`src/rtl/obi_arb_pkg.sv`:
```
// Shared types and helpers for the OBI data-bus arbiter: master-index type
// and the rotating-priority search used to pick the next address-phase winner.
package obi_arb_pkg;

    // Upper bound on the number of masters the search helper handles.
    localparam int unsigned MAX_MASTERS = 16;
    localparam int unsigned MAX_IDX_W   = 4;

    typedef logic [MAX_IDX_W-1:0] master_idx_t;

    // Width of a master index for n masters; a single master still needs one bit.
    function automatic int unsigned idx_width(input int unsigned n);
        return (n > 1) ? $clog2(n) : 1;
    endfunction

    // First asserted request found when scanning n masters starting at 'start'
    // and wrapping around. With start fixed at 0 this is lowest-index-wins.
    function automatic master_idx_t rr_search(input logic [MAX_MASTERS-1:0] req,
                                              input master_idx_t           start,
                                              input int unsigned           n);
        master_idx_t win;
        logic        found;
        logic [31:0] j;
        win   = '0;
        found = 1'b0;
        for (int unsigned i = 0; i < MAX_MASTERS; i++) begin
            j = (32'(start) + i) % n;
            if ((i < n) && !found && req[j[MAX_IDX_W-1:0]]) begin
                found = 1'b1;
                win   = j[MAX_IDX_W-1:0];
            end
        end
        return win;
    endfunction

endpackage

```
`src/rtl/obi_arb_id_fifo.sv`:
```
// Synchronous FIFO of master indices: one entry per granted-but-unanswered
// transaction, so responses can be routed back in issue order.
module obi_arb_id_fifo #(
    parameter int DEPTH = 4,
    parameter int W     = 1
) (
    input  logic                       clk,
    input  logic                       rst,
    input  logic                       push,
    input  logic [W-1:0]               push_idx,
    input  logic                       pop,
    output logic [W-1:0]               head,
    output logic                       full,
    output logic                       empty,
    output logic [$clog2(DEPTH+1)-1:0] count
);
    localparam int PW = (DEPTH > 1) ? $clog2(DEPTH) : 1;
    localparam int CW = $clog2(DEPTH + 1);

    logic [W-1:0]  mem [DEPTH];
    logic [PW-1:0] wr_ptr;
    logic [PW-1:0] rd_ptr;
    logic          do_push;
    logic          do_pop;

    function automatic logic [PW-1:0] next_ptr(input logic [PW-1:0] p);
        return (p == PW'(DEPTH - 1)) ? '0 : p + 1'b1;
    endfunction

    assign full    = (count == CW'(DEPTH));
    assign empty   = (count == '0);
    assign do_push = push & ~full;
    assign do_pop  = pop & ~empty;
    assign head    = mem[rd_ptr];

    // Storage: written on push, never reset (contents only valid below count).
    always_ff @(posedge clk) begin
        if (do_push) begin
            mem[wr_ptr] <= push_idx;
        end
    end

    // Pointers and occupancy; a simultaneous push and pop leaves count unchanged.
    always_ff @(posedge clk) begin
        if (rst) begin
            wr_ptr <= '0;
            rd_ptr <= '0;
            count  <= '0;
        end else begin
            if (do_push) wr_ptr <= next_ptr(wr_ptr);
            if (do_pop)  rd_ptr <= next_ptr(rd_ptr);
            case ({do_push, do_pop})
                2'b10:   count <= count + 1'b1;
                2'b01:   count <= count - 1'b1;
                default: count <= count;
            endcase
        end
    end

endmodule

```
`src/rtl/obi_data_arbiter.sv`:
```
// N-master to 1-slave OBI data-bus arbiter. Address phase is arbitrated and
// held stable until grant; issuer indices are queued so each response goes
// back to its master. Define OBI_ARB_ROUND_ROBIN_EN for round-robin
// arbitration; otherwise fixed priority (lowest index wins).
module obi_data_arbiter
    import obi_arb_pkg::*;
#(
    parameter int NUM_MASTERS     = 2,
    parameter int ADDR_WIDTH      = 32,
    parameter int DATA_WIDTH      = 32,
    parameter int MAX_OUTSTANDING = 4
) (
    input  logic                                clk_i,
    input  logic                                rst_i,
    input  logic [NUM_MASTERS-1:0]              m_req_i,
    output logic [NUM_MASTERS-1:0]              m_gnt_o,
    input  logic [NUM_MASTERS*ADDR_WIDTH-1:0]   m_addr_i,
    input  logic [NUM_MASTERS-1:0]              m_we_i,
    input  logic [NUM_MASTERS*DATA_WIDTH/8-1:0] m_be_i,
    input  logic [NUM_MASTERS*DATA_WIDTH-1:0]   m_wdata_i,
    output logic [NUM_MASTERS-1:0]              m_rvalid_o,
    output logic [NUM_MASTERS*DATA_WIDTH-1:0]   m_rdata_o,
    output logic [NUM_MASTERS-1:0]              m_err_o,
    output logic                                s_req_o,
    input  logic                                s_gnt_i,
    output logic [ADDR_WIDTH-1:0]               s_addr_o,
    output logic                                s_we_o,
    output logic [DATA_WIDTH/8-1:0]             s_be_o,
    output logic [DATA_WIDTH-1:0]               s_wdata_o,
    input  logic                                s_rvalid_i,
    input  logic [DATA_WIDTH-1:0]               s_rdata_i,
    input  logic                                s_err_i,
    output logic                                spurious_rsp_o
);
    localparam int IDX_W = idx_width(NUM_MASTERS);
    localparam int BE_W  = DATA_WIDTH / 8;
    localparam int CNT_W = $clog2(MAX_OUTSTANDING + 1);

    typedef logic [IDX_W-1:0] idx_t;

    typedef struct packed {
        logic [ADDR_WIDTH-1:0] addr;
        logic                  we;
        logic [BE_W-1:0]       be;
        logic [DATA_WIDTH-1:0] wdata;
    } addr_phase_t;

    logic        lock_q;
    idx_t        lock_idx_q;
    idx_t        arb_idx;
    idx_t        winner;
    idx_t        sel;
    addr_phase_t sel_phase;
    logic        handshake;
    logic        pop;
    logic        spurious_q;
    logic        fifo_full;
    logic        fifo_empty;
    idx_t        fifo_head;
    logic [CNT_W-1:0] fifo_count;

`ifdef OBI_ARB_ROUND_ROBIN_EN
    idx_t rr_ptr_q;

    assign arb_idx = idx_t'(rr_search(MAX_MASTERS'(m_req_i), master_idx_t'(rr_ptr_q), NUM_MASTERS));

    // Rotate priority past the master that just completed its address phase.
    always_ff @(posedge clk_i) begin
        if (rst_i) begin
            rr_ptr_q <= '0;
        end else if (handshake) begin
            rr_ptr_q <= (winner == idx_t'(NUM_MASTERS - 1)) ? '0 : winner + 1'b1;
        end
    end
`else
    assign arb_idx = idx_t'(rr_search(MAX_MASTERS'(m_req_i), '0, NUM_MASTERS));
`endif

    // Pick the winner: a stalled request keeps its master until granted.
    // During reset the address mux points at master 0.
    always_comb begin
        winner          = lock_q ? lock_idx_q : arb_idx;
        sel             = rst_i ? '0 : winner;
        sel_phase.addr  = m_addr_i[sel*ADDR_WIDTH +: ADDR_WIDTH];
        sel_phase.we    = m_we_i[sel];
        sel_phase.be    = m_be_i[sel*BE_W +: BE_W];
        sel_phase.wdata = m_wdata_i[sel*DATA_WIDTH +: DATA_WIDTH];
    end

    assign s_addr_o  = sel_phase.addr;
    assign s_we_o    = sel_phase.we;
    assign s_be_o    = sel_phase.be;
    assign s_wdata_o = sel_phase.wdata;

    // A full ID FIFO blocks new requests even if a response frees a slot this cycle.
    assign s_req_o   = ~rst_i & ~fifo_full & m_req_i[winner];
    assign handshake = s_req_o & s_gnt_i;
    assign m_gnt_o   = handshake ? (NUM_MASTERS'(1) << winner) : '0;

    // Responses return in order to the issuer at the FIFO head.
    assign pop        = ~rst_i & s_rvalid_i & ~fifo_empty;
    assign m_rvalid_o = pop ? (NUM_MASTERS'(1) << fifo_head) : '0;
    assign m_err_o    = (pop & s_err_i) ? (NUM_MASTERS'(1) << fifo_head) : '0;
    assign m_rdata_o  = {NUM_MASTERS{s_rdata_i}};

    assign spurious_rsp_o = spurious_q;

    // Address-phase lock: capture the winner while the slave withholds grant.
    always_ff @(posedge clk_i) begin
        if (rst_i) begin
            lock_q     <= 1'b0;
            lock_idx_q <= '0;
        end else if (s_req_o) begin
            lock_q     <= ~s_gnt_i;
            lock_idx_q <= winner;
        end
    end

    // Flag a response that arrived with nothing outstanding, one cycle later.
    always_ff @(posedge clk_i) begin
        if (rst_i) begin
            spurious_q <= 1'b0;
        end else begin
            spurious_q <= s_rvalid_i & (fifo_count == '0);
        end
    end

    obi_arb_id_fifo #(
        .DEPTH (MAX_OUTSTANDING),
        .W     (IDX_W)
    ) u_id_fifo (
        .clk      (clk_i),
        .rst      (rst_i),
        .push     (handshake),
        .push_idx (winner),
        .pop      (pop),
        .head     (fifo_head),
        .full     (fifo_full),
        .empty    (fifo_empty),
        .count    (fifo_count)
    );

endmodule
```
`config.mk`:
```
export PLATFORM = sky130hd
export DESIGN_NAME = obi_data_arbiter
export DESIGN_NICKNAME = d
export VERILOG_FILES = /design/src/rtl/obi_arb_pkg.sv /design/src/rtl/obi_arb_id_fifo.sv /design/src/rtl/obi_data_arbiter.sv
export SDC_FILE = /design/constraint.sdc
export NUM_CORES = 1
export LEC_CHECK = 0
export CORE_AREA = 10 10 116 118
export DETAILED_ROUTE_END_ITERATION = 6
export DIE_AREA = 0 0 126 128
export PLACE_DENSITY = 0.69
export SKIP_LAST_GASP = 1
export SLEW_MARGIN = 20
export SYNTH_ARGS = -nofsm -noshare
export SYNTH_HDL_FRONTEND = slang
export SYNTH_SLANG_ARGS = --single-unit
```
`constraint.sdc`:
```
create_clock -name clk_i -period 3.38 [get_ports clk_i]
set_input_delay 0.676 -clock clk_i [delete_from_list [all_inputs] [get_ports clk_i]]
set_output_delay 0.676 -clock clk_i [all_outputs]
set_load 0.03 [all_outputs]
```
==> flow_metrics.env, run 1 <==
export IMPL_p_per_area_nw_per_um2=255
export IMPL_area_delta_synth_final_pct=86.3
export IMPL_numCtsBuffers=3
export IMPL_netSwitchingFraction=0.339
export IMPL_report_final_slew_viol_count=0
export IMPL_fp_row_count=39
export IMPL_diodes=0
export IMPL_p_sw_mw=0.353
export IMPL_cp_start_kind="input pin"
export IMPL_layout_min_cycle_time_ps=3260
export IMPL_via_per_inst=4.10
export IMPL_drv_cap=0
export IMPL_die_w_um=126
export IMPL_clk_path_buf_depth=2
export IMPL_cp_end_kind="primary output"
export IMPL_place_hpwl_mm=9.53
export IMPL_ant_nets=0
export IMPL_cp_arrival_ps=2580
export IMPL_finalHoldViolCount=0
export IMPL_rsz0062_at_grt="false"
export IMPL_clockPowerShare=0.219
export IMPL_p_int_mw=0.688
export IMPL_dr_pass1_iters=4
export IMPL_fin_area_um2=4070
export IMPL_worstHoldPathType="reg2reg"
export IMPL_yosys_cell_count_top_type="buf_4"
export IMPL_combPwrFrac=0.569
export IMPL_grt_pass1_wl_mm=15.1
export IMPL_synth_edf_count=4
export IMPL_path_clk_slew_ps=40
export IMPL_grt_max_degree=29
export IMPL_postSynthCellCount=226
export IMPL_clockRootBuffer="clkbuf_16"
export IMPL_ys_flop_type="dfxtp_1"
export IMPL_die_area_um2=16100
export IMPL_antenna_found_initial=0
export IMPL_pwr_share_seq=0.212
export IMPL_required_ps=2700
export IMPL_gp_congestion=0.836
export IMPL_fill_cells=1136
export IMPL_fin_nets=573
export IMPL_skew_ps=4.80
export IMPL_track_usage=0.118
export IMPL_cts_sinks=16
export IMPL_ys_seq_area_frac=0.165
export IMPL_yosys_top_cells_area="mux2_2 34%, buf_4 24%, dfxtp_1 11%"
export IMPL_yosysUniqueCellTypes=35
export IMPL_path_max_fanout=28
export IMPL_ys_seq_elements=16
export IMPL_synth_top_area_frac=0.340
export IMPL_dieHeight_um=128
export IMPL_start_util=0.195
export IMPL_grt_pass1_vias=2324
export IMPL_layout_drive_gt1_share=0.325
export IMPL_cts_setup_buffers=0
export IMPL_routed_wl_mm=10.6
export IMPL_path_class="in2out"
export IMPL_leakage_nw=1.64
export IMPL_h_tree_depth=1
export IMPL_cts_tree="built"
export IMPL_drc=0
export IMPL_status="complete, no violations"
export IMPL_worstSkewPairLatency_ps=240
export IMPL_first_iter_violations=81
export IMPL_yosysWarnings=0
export IMPL_core_area_um2=11200
export IMPL_synth_top_cells_by_count="70 x buf_4, 66 x mux2_2, 12 x dfxtp_1"
export IMPL_yosysTopAreaCell="mux2_2"
export IMPL_synthesis_nets=410
export IMPL_setup_viol=0
export IMPL_vias=2178
export IMPL_max_freq_mhz=307
export IMPL_hold_slack_ps=488
export IMPL_wl_per_cell_um=20.0
export IMPL_portBuffers=221
export IMPL_io_pins=318
export IMPL_tightest_slew_ps=330
export IMPL_fin_crit_sh=0.965
export IMPL_syn_area_per_cell_um2=9.68
export IMPL_slew_headroom=0.779
export IMPL_synth_area_um2=2190
export IMPL_ir_drop_uv=221
export IMPL_async_reset_ff_frac=0
export IMPL_overflow=0
export IMPL_place_area_um2=4050
power by group through the flow:
stage | Sequential [mW] | Combinational, mW | Clock [mW]
after global placement | 0.224 | 0.619 | 0
after detailed placement | 0.225 | 0.626 | 0
final | 0.221 | 0.592 | 0.228
after CTS | 0.221 | 0.600 | 0.232
after floorplan | 0.224 | 0.437 | 0
after global routing | 0.222 | 0.626 | 0.242
critical path, cell delays in order:
cell and delay [ps]:
clkdlybuf4s50_1 470, inv_1 60, o31ai_2 200, and2b_2 240, buf_12 200, mux2_2 360, dlygate4sd2_1 370
cell type report:
type | count | area, um2 | area share
timing repair buffer | 232 | 2190 | 0.538
multi-input combinational | 128 | 1230 | 0.303
tap | 143 | 179 | 0.0439
sequential | 16 | 360 | 0.0885
inverter | 8 | 30.0 | 0.00737
clock buffer | 4 | 78.8 | 0.0193
stage by stage:
| stage | util | power [mW] | TNS (ps) | std cells | worst slack, ps |
|---|---|---|---|---|---|
| 4_1_cts | 0.363 | 1.05 | 0 | 531 | 104 |
| 2_1_floorplan | - | 0.661 | 0 | 226 | 626 |
| 3_3_place_gp | 0.361 | 0.843 | -3790 | 527 | -115 |
| 5_1_grt | 0.363 | 1.09 | 0 | 531 | 10.2 |
| 3_5_place_dp | 0.361 | 0.850 | -4600 | 527 | -143 |
| 6_report | 0.363 | 1.04 | 0 | 531 | 119 |
layout by cell type (no fill, tap or decap), types with 2 or more instances in the layout:
cell,synthesis,routed
a21oi_1,4,4
edfxtp_1,4,4
nand2b_1,4,4
nor2_1,9,9
and3_1,2,2
o21ai_0,2,2
mux2_1,3,3
and2_1,2,2
dfxtp_1,12,12
inv_1,8,8
nand2_1,3,3
clkdlybuf4s50_1,0,149
nor3_1,4,4
dlygate4sd2_1,0,41
ha_1,6,6
clkbuf_16,0,3
buf_4,70,40
and2_2,5,5
buf_12,0,2
mux2_2,66,66
xor2_1,2,2
final timing paths:
check,start,endpoint,slack [ps],cells past startpoint
setup / recovery,m_req_i[1],s_addr_o[24],120,7
hold / removal,u_id_fifo.count[2]$_SDFFE_PP0P_,spurious_rsp_o$_SDFF_PP0_,490,1
hold reg to reg,u_id_fifo.count[2]$_SDFFE_PP0P_,spurious_rsp_o$_SDFF_PP0_,490,1
setup reg to reg,u_id_fifo.count[2]$_SDFFE_PP0P_,u_id_fifo.count[2]$_SDFFE_PP0P_,740,10
layer usage:
metal / vias to the layer above / track usage / wire [um]
met1: 956 / 0.140 / 4390
met2: 180 / 0.187 / 4930
li1: 1036 / - / -
met3: 6 / 0.0633 / 1230
met4: 0 / 0.0201 / 65
met5: - / 0 / 0
kinds of logic after synthesis:
| group | after synthesis | synth area share |
|---|---|---|
| flip-flops | 16 | 0.165 |
| buffers and inverters | 82 | 0.271 |
| multiplexers | 72 | 0.377 |
| adder cells (fa/ha/maj) | 7 | 0.0435 |
| AO/OA/AOI/OAI | 10 | 0.0355 |
| AND/OR/NAND/NOR | 37 | 0.100 |
| XOR/XNOR | 2 | 0.00801 |
what timing repair did:
action	in CTS	in global routing
endpoints found under the setup margin	41	0
hold buffers	0	0
endpoints found under the hold margin	0	0
resized for setup	41	0
(Power assumes the default switching activity.)
==> run 2, diff against run 1 <==
- CORE_AREA: 10 10 116 118 -> 2 2 124 126
- PLACE_DENSITY: 0.69 -> default
- SKIP_LAST_GASP: 1 -> default
==> run 2 against run 1 <==
Against the previous run: first-iteration DRC count decreased by 70%; via count increased by 3.2%; total power increased by 4.6%; register-to-register slack improved by 30 ps; clock skew decreased by 2.7 ps; sequential share of layout area decreased by 0.47 points; wire length increased by 1.4%; utilization decreased by 7.3 points; combinational power increased by 8.4%.
==> flow_metrics.env, run 2 (synthesized netlist as in run 1, its figures left out) <==
export IMPL_status="complete, no violations"
export IMPL_max_freq_mhz=300
export IMPL_drc=0
export IMPL_clockRootBuffer="clkbuf_16"
export IMPL_grt_max_degree=24
export IMPL_h_tree_depth=1
export IMPL_leakage_nw=1.69
export IMPL_cp_end_kind="primary output"
export IMPL_rsz0062_at_grt="true"
export IMPL_overflow=0
export IMPL_tightest_slew_ps=341
export IMPL_fp_row_count=45
export IMPL_drv_cap=0
export IMPL_wl_met2_mm=5.37
export IMPL_layout_min_cycle_time_ps=3330
export IMPL_grt_pass1_vias=2396
export IMPL_antenna_found_initial=0
export IMPL_track_usage=0.123
export IMPL_report_final_slew_viol_count=0
export IMPL_via_per_inst=3.84
export IMPL_clk_path_buf_depth=2
export IMPL_numCtsBuffers=3
export IMPL_portBuffers=221
export IMPL_finalHoldViolCount=0
export IMPL_start_util=0.147
export IMPL_fin_util=0.290
export IMPL_wl_per_cell_um=18.4
export IMPL_dieHeight_um=128
export IMPL_cp_slowest_cell="clkdlybuf4s50_1"
export IMPL_path_max_fanout=6
export IMPL_area_delta_synth_final_pct=96.8
export IMPL_required_ps=2700
export IMPL_r2r_start="u_id_fifo.count[2]$_SDFFE_PP0P_"
export IMPL_worstHoldPathType="reg2reg"
export IMPL_max_stage_delay_ps=470
export IMPL_routed_wl_mm=10.8
export IMPL_cp_start_kind="input pin"
export IMPL_layout_drive_gt1_share=0.402
export IMPL_cp_arrival_ps=2650
export IMPL_final_cell_mix="151 x clkdlybuf4s50_1, 66 x mux2_2, 44 x buf_4"
export IMPL_place_hpwl_mm=8.87
export IMPL_place_ws_ps=-176
export IMPL_skew_ps=2.13
export IMPL_diodes=0
export IMPL_grt_pass1_wl_mm=14.9
export IMPL_worstSkewPairLatency_ps=240
export IMPL_first_iter_violations=24
export IMPL_die_w_um=126
export IMPL_setup_viol=0
export IMPL_gp_congestion=0.791
export IMPL_dr_pass1_iters=4
export IMPL_path_cells="clkdlybuf4s50_1 > inv_1 > o31ai_2 > and2b_4 > buf_12 > buf_4 > mux2_2 > clkdlybuf4s15_2"
export IMPL_fin_area_um2=4300
export IMPL_wl_met3_mm=1.21
export IMPL_cts_tree="built"
export IMPL_finalSetupTns_ps=0
export IMPL_slew_headroom=0.772
export IMPL_critPathLaunch="m_req_i[1]"
export IMPL_hold_path_startpoint="u_id_fifo.count[2]$_SDFFE_PP0P_"
export IMPL_io_pins=318
export IMPL_highest_layer="met4"
export IMPL_p_per_area_nw_per_um2=253
export IMPL_die_area_um2=16100
export IMPL_place_area_um2=4130
export IMPL_path_clk_slew_ps=50
export IMPL_fin_crit_sh=0.985
export IMPL_vias=2248
export IMPL_path_class="in2out"
export IMPL_ir_drop_uv=281
export IMPL_ant_nets=0
export IMPL_final_common_cell="clkdlybuf4s50_1"
export IMPL_core_area_um2=14900
export IMPL_fin_ws_ps=50.7
export IMPL_cts_sinks=16
export IMPL_wl_met1_mm=4.05
export IMPL_fin_nets=583
==> run 2: cell count changes in the layout (fill, tap and decap cells not counted), sizes merged <==
cell           before  now
clkinv              0    1
dlygate4sd2        41    8
clkbuf              4   10
clkdlybuf4s50     149  151
clkdlybuf4s15       0   18
bufbuf              0    1
buf                42   57
==> run 2: power breakdown <==
| group | internal [mW] | switching [mW] |
|---|---|---|
| sequential | 0.210 | 0.0111 |
| clock | 0.157 | 0.0687 |
| combinational | 0.345 | 0.297 |
| total | 0.712 | 0.377 |
==> run 2: path summary, 6_finish.rpt <==
kind	endpoint	slack [ps]	depth (start not counted)
worst max-delay path	s_wdata_o[5]	50	8
worst min-delay path	spurious_rsp_o$_SDFF_PP0_	510	1
worst max register to register	u_id_fifo.count[2]$_SDFFE_PP0P_	770	10
worst min register to register	spurious_rsp_o$_SDFF_PP0_	510	1
==> run 2: per-stage QoR <==
step	std cells	hold slack, ps	total power [mW]
3_3_place_gp	574	483	0.858
2_1_floorplan	226	445	0.661
6_report	586	511	1.09
3_5_place_dp	574	495	0.865
5_1_grt	586	536	1.13
4_1_cts	582	505	1.09
==> run 2: worst max-delay path, delay by kind of cell <==
kind / cells / cell delay, ps
compound gates: 1 / 210
buf+inv: 5 / 1140
mux: 1 / 340
simple gates: 1 / 280
==> run 2: routing by layer <==
metal,track usage,vias up
li1,-,1051
met1,0.135,1027
met2,0.219,164
met3,0.0543,6
met4,0.0259,0
met5,0,-
==> run 2: timing repair <==
action | CTS | global route
resized for setup | 73 | 36
buffers inserted | 2 | 3
hold buffers | 0 | 0
setup endpoints to repair | 57 | 50
gates cloned | 2 | 1
==> run 2: area by class of cell <==
type,instances,area [um2]
Clock inverter,1,3.75
Tap cell,188,235
Multi-Input combinational cell,128,1240
Timing Repair Buffer,242,2360
Clock buffer,3,75.1
Inverter,8,30.0
Sequential cell,16,360
Fill cell,1569,10600
==> run 3, diff against run 2 <==
- CTS_CLUSTER_SIZE: default -> 28
- REMOVE_ABC_BUFFERS: default -> 1
==> run 3 against run 2 <==
Against the previous run: clock power is 2% higher; final area is 4.1% lower; die area stayed put; total power is 2.1% lower; wire length is 14% higher; utilization is 1.2 points lower; non-clock buffer count is 12 lower.
==> flow_metrics.env, run 3 (synthesized netlist as in run 1, its figures left out) <==
export IMPL_via_per_inst=3.90
export IMPL_grt_pass1_vias=2361
export IMPL_grt_util_met1=0.165
export IMPL_combPwrFrac=0.577
export IMPL_finalHoldViolCount=0
export IMPL_final_common_cell="clkdlybuf4s50_1"
export IMPL_cts_tree="built"
export IMPL_p_int_mw=0.691
export IMPL_wl_per_cell_um=21.4
export IMPL_slew_headroom=0.780
export IMPL_clockPowerShare=0.216
export IMPL_status="complete, no violations"
export IMPL_pwr_share_seq=0.207
export IMPL_antenna_found_initial=1
export IMPL_p_sw_mw=0.374
export IMPL_final_cell_mix="147 x clkdlybuf4s50_1, 66 x mux2_2, 51 x buf_4"
export IMPL_gp_congestion=0.833
export IMPL_grt_pass1_wl_mm=16.4
export IMPL_cp_slowest_cell="clkdlybuf4s50_1"
export IMPL_cp_arrival_ps=2590
export IMPL_io_pins=318
export IMPL_dr_pass1_iters=4
export IMPL_fp_row_count=45
export IMPL_area_delta_synth_final_pct=88.7
export IMPL_worstSkewPairLatency_ps=250
export IMPL_layout_drive_gt1_share=0.363
export IMPL_fin_nets=571
export IMPL_use_met3=0.135
export IMPL_max_freq_mhz=306
export IMPL_dieHeight_um=128
export IMPL_path_cells="clkdlybuf4s50_1 > inv_1 > o31ai_2 > and2b_2 > buf_12 > buf_8 > mux2_2 > buf_4"
export IMPL_cp_start_kind="input pin"
export IMPL_clockRootBuffer="clkbuf_16"
export IMPL_rsz0062_at_grt="false"
export IMPL_path_max_fanout=31
export IMPL_die_area_um2=16100
export IMPL_p_per_area_nw_per_um2=258
export IMPL_start_util=0.147
export IMPL_vias=2244
export IMPL_netSwitchingFraction=0.351
export IMPL_place_hpwl_mm=11.3
export IMPL_routed_wl_mm=12.3
export IMPL_numCtsBuffers=3
export IMPL_max_stage_delay_ps=470
export IMPL_cp_num_buf_inv=5
export IMPL_ir_drop_uv=228
export IMPL_worstHoldPathType="reg2reg"
export IMPL_die_w_um=126
export IMPL_place_ws_ps=-100
export IMPL_clk_path_buf_depth=2
export IMPL_core_area_um2=14900
export IMPL_layout_min_cycle_time_ps=3270
export IMPL_tightest_slew_ps=331
export IMPL_path_class="in2out"
export IMPL_ant_nets=0
export IMPL_cp_end_kind="primary output"
export IMPL_setup_viol=0
export IMPL_portBuffers=221
export IMPL_cts_sinks=16
export IMPL_path_delay_family="buffers and inverters"
export IMPL_track_usage=0.142
export IMPL_leakage_nw=1.63
export IMPL_h_tree_depth=1
export IMPL_path_clk_slew_ps=50
export IMPL_drc=0
export IMPL_grt_max_degree=32
export IMPL_first_iter_violations=51
export IMPL_grt_use_met2=0.194
export IMPL_total_power_mw=1.07
export IMPL_overflow=0
export IMPL_report_final_slew_viol_count=0
export IMPL_skew_ps=3.95
export IMPL_top_usage_layer="met2"
export IMPL_drv_cap=0
export IMPL_fin_crit_sh=0.967
export IMPL_required_ps=2700
export IMPL_fin_ws_ps=113
==> run 3: worst register-to-register path, cell delays in order (launching register included) <==
cell,delay [ps]
dfxtp_1,380
or3b_4,440
o31a_4,130
and3_4,220
inv_1,60
ha_1,160
inv_1,60
fa_1,370
xor2_1,180
or3_2,410
a21oi_1,150
==> run 3: power groups by stage <==
| stage | combinational, mW | sequential, mW | clock, mW |
|---|---|---|---|
| after CTS | 0.621 | 0.220 | 0.237 |
| after floorplan | 0.286 | 0.224 | 0 |
| after global placement | 0.632 | 0.224 | 0 |
| final | 0.614 | 0.220 | 0.230 |
| after global routing | 0.649 | 0.222 | 0.243 |
| after detailed placement | 0.636 | 0.224 | 0 |
==> run 3: what timing repair did <==
item | 4_1_cts | 5_1_grt
pin swaps | 0 | 0
cloned | 0 | 0
setup endpoints to repair | 33 | 35
gates resized for setup | 28 | 4
buffers inserted | 0 | 0
hold buffers | 0 | 0
==> run 3: per-layer routing <==
layer | share of wire | up-vias
met1 | 0.40 | 996
met5 | 0.0069 | -
met3 | 0.20 | 4
met2 | 0.40 | 211
met4 | 0.0013 | 2
li1 | - | 1031
==> run 3: path summary, 6_finish.rpt <==
path,cells past startpoint,endpoint,slack [ps],startpoint
setup reg to reg,10,u_id_fifo.count[2]$_SDFFE_PP0P_,760,u_id_fifo.count[2]$_SDFFE_PP0P_
hold reg to reg,1,spurious_rsp_o$_SDFF_PP0_,500,u_id_fifo.count[2]$_SDFFE_PP0P_
setup / recovery,8,s_addr_o[11],110,m_req_i[1]
hold / removal,1,spurious_rsp_o$_SDFF_PP0_,500,u_id_fifo.count[2]$_SDFFE_PP0P_
==> run 3: area by class of cell <==
class	instances	area [um2]
Multi-Input combinational cell	128	1230
Fill cell	1636	10700
Inverter	8	30.0
Clock inverter	1	3.75
Timing Repair Buffer	230	2190
Clock buffer	3	75.1
Sequential cell	16	360
Antenna cell	1	2.50
Tap cell	188	235
==> run 3: per-stage QoR <==
step | hold slack, ps | instance area [um2] | setup TNS (ps) | instances | util
6_report | 503 | 4130 | 0 | 575 | 0.278
5_1_grt | 540 | 4130 | 0 | 574 | 0.278
3_5_place_dp | 496 | 4060 | -2070 | 570 | 0.273
4_1_cts | 503 | 4110 | 0 | 574 | 0.276
2_1_floorplan | 445 | 1620 | -26370 | 152 | -
3_3_place_gp | 477 | 4060 | -1410 | 570 | 0.273
